## src/rtl/dff_reg_arbiter_pkg.sv

```systemverilog
// Shared types and helpers for the round-robin register arbiter: FSM state
// encoding, a constant-friendly clog2 and the round-robin winner search.
package dff_arb_pkg;

  typedef enum logic {
    ST_IDLE  = 1'b0,
    ST_GRANT = 1'b1
  } state_t;

  function automatic int clog2(input int value);
    int result;
    result = 0;
    for (int i = 0; i < 31; i++) begin
      if ((1 << i) < value) result = i + 1;
    end
    return result;
  endfunction

  // First set request scanning ptr, ptr+1, ... wrapping at n; supports n <= 16.
  function automatic int rr_pick(input logic [15:0] req, input int ptr, input int n);
    int idx;
    int pick;
    logic found;
    pick  = 0;
    found = 1'b0;
    for (int i = 0; i < 16; i++) begin
      idx = ptr + i;
      if (idx >= n) idx = idx - n;
      if (i < n && !found && req[idx[3:0]]) begin
        pick  = idx;
        found = 1'b1;
      end
    end
    return pick;
  endfunction

endpackage

```

## src/rtl/dff_reg_arbiter_if.sv

```systemverilog
// Requester-side bus of the shared register arbiter. The master modport is the
// requester population, the slave modport is the arbiter itself.
interface dff_reg_arbiter_if #(
  parameter int N_REQ = 4,
  parameter int WIDTH = 8
);
  logic [N_REQ-1:0]       i_req;
  logic [N_REQ*WIDTH-1:0] i_data;
  logic [N_REQ-1:0]       i_lock;
  logic [N_REQ-1:0]       o_gnt;
  logic [WIDTH-1:0]       o_output;
  logic                   o_valid;

  modport master (
    output i_req, i_data, i_lock,
    input  o_gnt, o_output, o_valid
  );

  modport slave (
    input  i_req, i_data, i_lock,
    output o_gnt, o_output, o_valid
  );
endinterface

```

## src/rtl/dff_reg_arbiter_bank.sv

```systemverilog
// WIDTH-bit storage register with load enable; async active-low reset returns
// it to RESET_VAL immediately, independent of the clock.
module dff_bank_en #(
  parameter int               WIDTH     = 8,
  parameter logic [WIDTH-1:0] RESET_VAL = '0
) (
  input  logic             clk,
  input  logic             reset_n,
  input  logic             en,
  input  logic [WIDTH-1:0] d,
  output logic [WIDTH-1:0] q
);
  logic [WIDTH-1:0] q_reg;

  always_ff @(posedge clk or negedge reset_n) begin
    if (!reset_n) begin
      q_reg <= RESET_VAL;
    end else if (en) begin
      q_reg <= d;
    end
  end

  assign q = q_reg;
endmodule

```

## src/rtl/dff_reg_arbiter.sv

```systemverilog
// Round-robin arbiter granting one of N_REQ requesters write access to a shared
// register. Optional grant locking is compiled in with `define ARB_LOCK_EN.
module dff_reg_arbiter
  import dff_arb_pkg::*;
#(
  parameter int               N_REQ     = 4,
  parameter int               WIDTH     = 8,
  parameter logic [WIDTH-1:0] RESET_VAL = '0,
  parameter int               LOCK_MAX  = 4
) (
  input logic              clk,
  input logic              reset_n,
  dff_reg_arbiter_if.slave bus
);
  localparam int IDX_W = (N_REQ > 1) ? clog2(N_REQ) : 1;

  state_t             state_reg, state_next;
  logic [IDX_W-1:0]   ptr_reg, ptr_next;
  logic [IDX_W-1:0]   winner_reg, winner_next;
  logic [N_REQ-1:0]   gnt_reg, gnt_next;
  logic               valid_reg, valid_next;
  logic [IDX_W-1:0]   pick_idx;
  logic [IDX_W-1:0]   ptr_wrap;
  logic [15:0]        req_ext;
  logic               wr_en;
  logic               hold;
  logic [WIDTH-1:0]   data_arr [N_REQ];

  genvar gi;
  generate
    for (gi = 0; gi < N_REQ; gi++) begin : g_unpack
      assign data_arr[gi] = bus.i_data[gi*WIDTH +: WIDTH];
    end
  endgenerate

  always_comb begin
    req_ext              = '0;
    req_ext[N_REQ-1:0]   = bus.i_req;
  end

  assign pick_idx = IDX_W'(rr_pick(req_ext, int'(ptr_reg), N_REQ));
  assign ptr_wrap = (int'(winner_reg) + 1 == N_REQ) ? '0 : winner_reg + 1'b1;

`ifdef ARB_LOCK_EN
  localparam int CNT_W = clog2(LOCK_MAX + 1) + 1;
  logic [CNT_W-1:0] lock_cnt_reg, lock_cnt_next;
`else
  // Lock requests have no effect in this build.
  logic unused_lock;
  assign unused_lock = ^bus.i_lock;
`endif

  always_comb begin
    state_next  = state_reg;
    ptr_next    = ptr_reg;
    winner_next = winner_reg;
    gnt_next    = gnt_reg;
    valid_next  = 1'b0;
    wr_en       = 1'b0;
    hold        = 1'b0;
`ifdef ARB_LOCK_EN
    lock_cnt_next = lock_cnt_reg;
`endif
    case (state_reg)
      ST_IDLE: begin
        gnt_next = '0;
        if (|bus.i_req) begin
          winner_next        = pick_idx;
          gnt_next[pick_idx] = 1'b1;
          state_next         = ST_GRANT;
        end
      end
      ST_GRANT: begin
        // A dropped request forfeits the slot but still advances the pointer.
        wr_en      = bus.i_req[winner_reg];
        valid_next = wr_en;
`ifdef ARB_LOCK_EN
        hold = wr_en && bus.i_lock[winner_reg] && (int'(lock_cnt_reg) + 1 < LOCK_MAX);
        if (hold) lock_cnt_next = lock_cnt_reg + 1'b1;
        else      lock_cnt_next = '0;
`endif
        if (!hold) begin
          ptr_next   = ptr_wrap;
          gnt_next   = '0;
          state_next = ST_IDLE;
        end
      end
      default: begin
        state_next = ST_IDLE;
        gnt_next   = '0;
      end
    endcase
  end

  always_ff @(posedge clk or negedge reset_n) begin
    if (!reset_n) begin
      state_reg  <= ST_IDLE;
      ptr_reg    <= '0;
      winner_reg <= '0;
      gnt_reg    <= '0;
      valid_reg  <= 1'b0;
    end else begin
      state_reg  <= state_next;
      ptr_reg    <= ptr_next;
      winner_reg <= winner_next;
      gnt_reg    <= gnt_next;
      valid_reg  <= valid_next;
    end
  end

`ifdef ARB_LOCK_EN
  always_ff @(posedge clk or negedge reset_n) begin
    if (!reset_n) lock_cnt_reg <= '0;
    else          lock_cnt_reg <= lock_cnt_next;
  end
`endif

  dff_bank_en #(
    .WIDTH     (WIDTH),
    .RESET_VAL (RESET_VAL)
  ) u_bank (
    .clk     (clk),
    .reset_n (reset_n),
    .en      (wr_en),
    .d       (data_arr[winner_reg]),
    .q       (bus.o_output)
  );

  assign bus.o_gnt   = gnt_reg;
  assign bus.o_valid = valid_reg;
endmodule

```

## src/flat_wrapper.sv

```systemverilog
// flat-port wrapper written by rule: the top's interface ports become plain ports
module dff_reg_arbiter_flat import dff_arb_pkg::*;
#(
  parameter int               N_REQ     = 4,
  parameter int               WIDTH     = 8,
  parameter logic [WIDTH-1:0] RESET_VAL = '0,
  parameter int               LOCK_MAX  = 4
)
  (clk, reset_n, bus_i_req, bus_i_data, bus_i_lock, bus_o_gnt, bus_o_output, bus_o_valid);
  dff_reg_arbiter_if #(.N_REQ(N_REQ), .WIDTH(WIDTH)) bus_i ();
  input logic clk;
  input logic reset_n;
  input wire logic [$bits(bus_i.i_req)-1:0] bus_i_req;
  input wire logic [$bits(bus_i.i_data)-1:0] bus_i_data;
  input wire logic [$bits(bus_i.i_lock)-1:0] bus_i_lock;
  output wire logic [$bits(bus_i.o_gnt)-1:0] bus_o_gnt;
  output wire logic [$bits(bus_i.o_output)-1:0] bus_o_output;
  output wire logic [$bits(bus_i.o_valid)-1:0] bus_o_valid;
  assign bus_i.i_req = bus_i_req;
  assign bus_i.i_data = bus_i_data;
  assign bus_i.i_lock = bus_i_lock;
  assign bus_o_gnt = bus_i.o_gnt;
  assign bus_o_output = bus_i.o_output;
  assign bus_o_valid = bus_i.o_valid;
  dff_reg_arbiter #(.N_REQ(N_REQ), .WIDTH(WIDTH), .RESET_VAL(RESET_VAL), .LOCK_MAX(LOCK_MAX)) u_core (.clk(clk), .reset_n(reset_n), .bus(bus_i));
endmodule
```

## config.mk

```make
export PLATFORM = sky130hd
export DESIGN_NAME = dff_reg_arbiter_flat
export DESIGN_NICKNAME = d
export VERILOG_FILES = /design/src/rtl/dff_reg_arbiter_pkg.sv /design/src/rtl/dff_reg_arbiter_if.sv /design/src/rtl/dff_reg_arbiter_bank.sv /design/src/rtl/dff_reg_arbiter.sv /design/src/flat_wrapper.sv
export SDC_FILE = /design/constraint.sdc
export NUM_CORES = 1
export LEC_CHECK = 0
export ABC_AREA = 1
export ABC_CLOCK_PERIOD_IN_PS = 1600
export BUFFER_PORTS_ARGS = -buffer_cell sky130_fd_sc_hd__buf_2
export CAP_MARGIN = 20
export CORE_ASPECT_RATIO = 0.5
export CORE_MARGIN = 4
export CORE_UTILIZATION = 44
export CTS_BUF_LIST = sky130_fd_sc_hd__clkbuf_8
export CTS_CLUSTER_DIAMETER = 80
export DETAILED_ROUTE_END_ITERATION = 10
export PLACE_DENSITY = 0.78
export SLEW_MARGIN = 20
export SYNTH_ARGS = -nofsm -noshare
export SYNTH_HDL_FRONTEND = slang
export SYNTH_SLANG_ARGS = --single-unit
```

## constraint.sdc

```tcl
create_clock -name clk -period 1.6 [get_ports clk]
set_input_delay 0.24 -clock clk [delete_from_list [all_inputs] [get_ports clk]]
set_output_delay 0.24 -clock clk [all_outputs]
set_load 0.02 [all_outputs]
```

==> impl_metrics.yaml <==
placed_design:
  dpl_worst_slack_ps: -73.6
  dp.cells: 257
  place.gp.congestion: 0.798
  placed_area_um2: 1560
  dpl.hpwl_mm: 2.36
  portBuffers: 50
sta:
  timing.final.crit_share_pct: 101
  min_period_ps: 1610
  final.setup.tns_ps: -17.1
  setup_viol: 2
  maxSlewHeadroom_pct: 71.5
  tightestPinTransition_ps: 423
  hold_viol_final: 0
  setup_slack_ps: -8.99
  max_freq_ghz: 0.622
  rsz0062_at_grt: "yes"
  skew_ps: 0.620
  drv_slew: 0
drt:
  drt_iter0_drc: 46
  num_vias: 1275
  vias_per_cell: 4.85
  wire_per_inst_um: 11.7
  antenna_left: 0
  wirelength_mm: 3.08
  drtPass1Iterations: 4
  drc: 0
cts:
  cts.sinks: 18
  numCtsBuffers: 3
  ctsRootBufferMaster: "clkbuf_8"
  clockBufferDepth: 2
  clk_latency_ps: 240
  cts_tree: "built"
  cts_max_level: 1
  cts.clk_slew.worst_paths_ps: 60
pwr:
  p_switching_mw: 1.77
  ir_drop_mv: 0.930
  leakage_nw: 0.850
  p_seq_share_pct: 23.1
  switching_share_pct: 49.3
  p_clk_share_pct: 8.3
  p_int_mw: 1.82
  p_per_area_nw_per_um2: 2130
  power_frac_comb_pct: 68.6
setup_path:
  reg2reg_from: "u_core.ptr_reg[0]$_DFFE_PN0P_"
  rrSetupSlack_ps: -9
  cp_top_family: "simple AND/OR/NAND/NOR gates"
  cp_slowest_cell: "dfrtp_2"
  cp-end-kind: "flop"
  rr_worst_depth: 11
  critPathCapture: "u_core.winner_reg[1]$_DFFE_PN0P_"
  arrival_ps: 1740
  worstSetupPathType: "flop to flop"
  cp.required_ps: 1740
  cp-start-kind: "flop"
  rr_endpoint: "u_core.winner_reg[1]$_DFFE_PN0P_"
  startpoint: "u_core.ptr_reg[0]$_DFFE_PN0P_"
  crit_cells: 11
  path_max_fanout: 5
  timing.critical_path.buf_inv: 2
  max_stage_delay_ps: 470
  cp_cell_sequence: "inv_8, ha_4, inv_4, nand3_4, nand3_4, nor2_4, nand2_1, nand2_1, nand3_2, nand2_2, nand2_2"
grt:
  grt_pass1_vias: 1221
  track_usage_pct: 16.2
  overflow: 0
  antenna_found_initial: 0
  grt_max_degree: 19
  grt_pass1_wl_mm: 5.12
die:
  fp.dieW_um: 83.5
  core_area_um2: 2650
  dieHeight_um: 45.7
  dieArea_um2: 3820
  initial_utilization_pct: 47.2
  pin_count: 55
  rows: 13
synth:
  ys_seq_area_share_pct: 36.0
  yosys_warnings: 0
  syn_inst: 169
  syn_area_per_cell_um2: 7.41
  synth_cell_type_count: 27
  async_flop_share_pct: 100
  synth_flop_cell: "dfrtp_1"
  syn_nets: 216
  ys_ff_latch: 18
  synth_edf_count: 0
  syn_area_um2: 1250
cells_and_area:
  syn_to_final_growth_pct: 34.5
  fin_cells: 263
  nets: 275
  fin_util_pct: 63.5
  largest_register_ffs: 8
  fillers: 221
  fin_area_um2: 1680
  antennaDiodeCount: 0
  drive_above_1_share_pct: 44.2
outcome:
  violations: "setup timing"
  status: "finished, violations left"
job:
  maxCapViolCount: 0
min_path:
  min_path_type: "input port to flop"
[Yosys cell counts, types with 2 or more instances]
cell     count  area (um^2)
nand3_1      6         30.0
o21ai_1      3         15.0
nor2_1      46          173
buf_2        2         10.0
nand2_2      9         56.3
a21oi_1      2         10.0
nand3_2      5         50.1
nor2_2       4         25.0
dfrtp_1     18          450
ha_1         5         62.6
buf_6        3         33.8
nand2_1     19         71.3
inv_1        6         22.5
o21ai_0     19         95.1
a31oi_1      8         50.1
inv_2        3         11.3
[power by group through the flow]
| stage | registers, mW | clock network, mW | logic (mW) |
|---|---|---|---|
| 3_3_place_gp | 0.819 | 0 | 2.13 |
| 2_1_floorplan | 0.933 | 0 | 1.57 |
| 5_1_grt | 0.856 | 0.333 | 2.76 |
| 4_1_cts | 0.824 | 0.307 | 2.22 |
| 3_5_place_dp | 0.823 | 0 | 2.20 |
| 6_report | 0.828 | 0.298 | 2.46 |
[worst min path at each step]
| stage | cells past startpoint | to | from |
|---|---|---|---|
| final | 3 | u_core.u_bank.q[5]$_DFFE_PN0P_ | bus_i_data[13] |
| after global routing | 3 | u_core.u_bank.q[4]$_DFFE_PN0P_ | bus_i_data[28] |
| after CTS | 3 | u_core.u_bank.q[5]$_DFFE_PN0P_ | bus_i_data[13] |
| after detailed placement | 1 | u_core.bus.o_gnt[1]$_DFF_PN0_ | reset_n |
| after global placement | 1 | u_core.bus.o_gnt[0]$_DFF_PN0_ | reset_n |
| after floorplan | 0 | u_core.bus.o_gnt[0]$_DFF_PN0_ | reset_n |
[worst min-delay path: cells and delay by family]
kind                   cells  cell delay [ps]
AOI/OAI and AO/OA          2              210
buffers and inverters      1               70
[final cells by class]
class	count	area, um^2	share of cell area (%)
clock buffers	3	41.3	2.45
inverters	11	53.8	3.19
multi-input cells	132	743	44.1
flip-flops and latches	18	453	26.9
well taps	37	46.3	2.75
repair buffers	62	347	20.6
[metal layers]
metal  track usage, %  wire length, um
met3             3.79              146
met4             1.92               14
met2             32.0             1590
met5                0                0
met1             19.2             1320
[per-stage QoR]
stage / total power, mW / hold WS [ps]
global placement: 2.95 / 179
CTS: 3.35 / 316
floorplan: 2.50 / -55.6
global route: 3.95 / 332
detailed placement: 3.03 / 182
finish: 3.58 / 315
[cells in the final DEF, fill, tap and decap left out]
cell,n
a21oi_1,2
a21oi_2,1
a31oi_1,8
buf_2,50
buf_4,10
buf_6,1
clkbuf_8,3
dfrtp_1,16
dfrtp_2,2
dlygate4sd3_1,1
ha_1,4
ha_4,1
inv_1,5
inv_2,3
inv_4,2
inv_8,1
nand2_1,17
nand2_2,11
nand2_4,1
nand3_1,5
nand3_2,4
nand3_4,2
nand4_1,1
nor2_1,43
nor2_2,6
nor2_4,1
nor4_1,1
o21ai_0,19
o21ai_1,3
o21ai_4,1
o22ai_1,1
[logic make-up after synthesis]
family,synth area share [%]
buffers and inverters,9.29
AOI/OAI and AO/OA,15.5
adders and majority gates,5.00
DFF,36.0
and+or+nand+nor,34.3
[repair_timing]
action / in CTS / in global routing
endpoints found under the setup margin: 6 / 11
pin swaps: 1 / 5
buffers inserted: 0 / 2
resized for setup: 2 / 12
gates cloned: 0 / 0
hold buffers: 1 / 0
endpoints found under the hold margin: 18 / 0
Power figures use the tool's default switching activity.
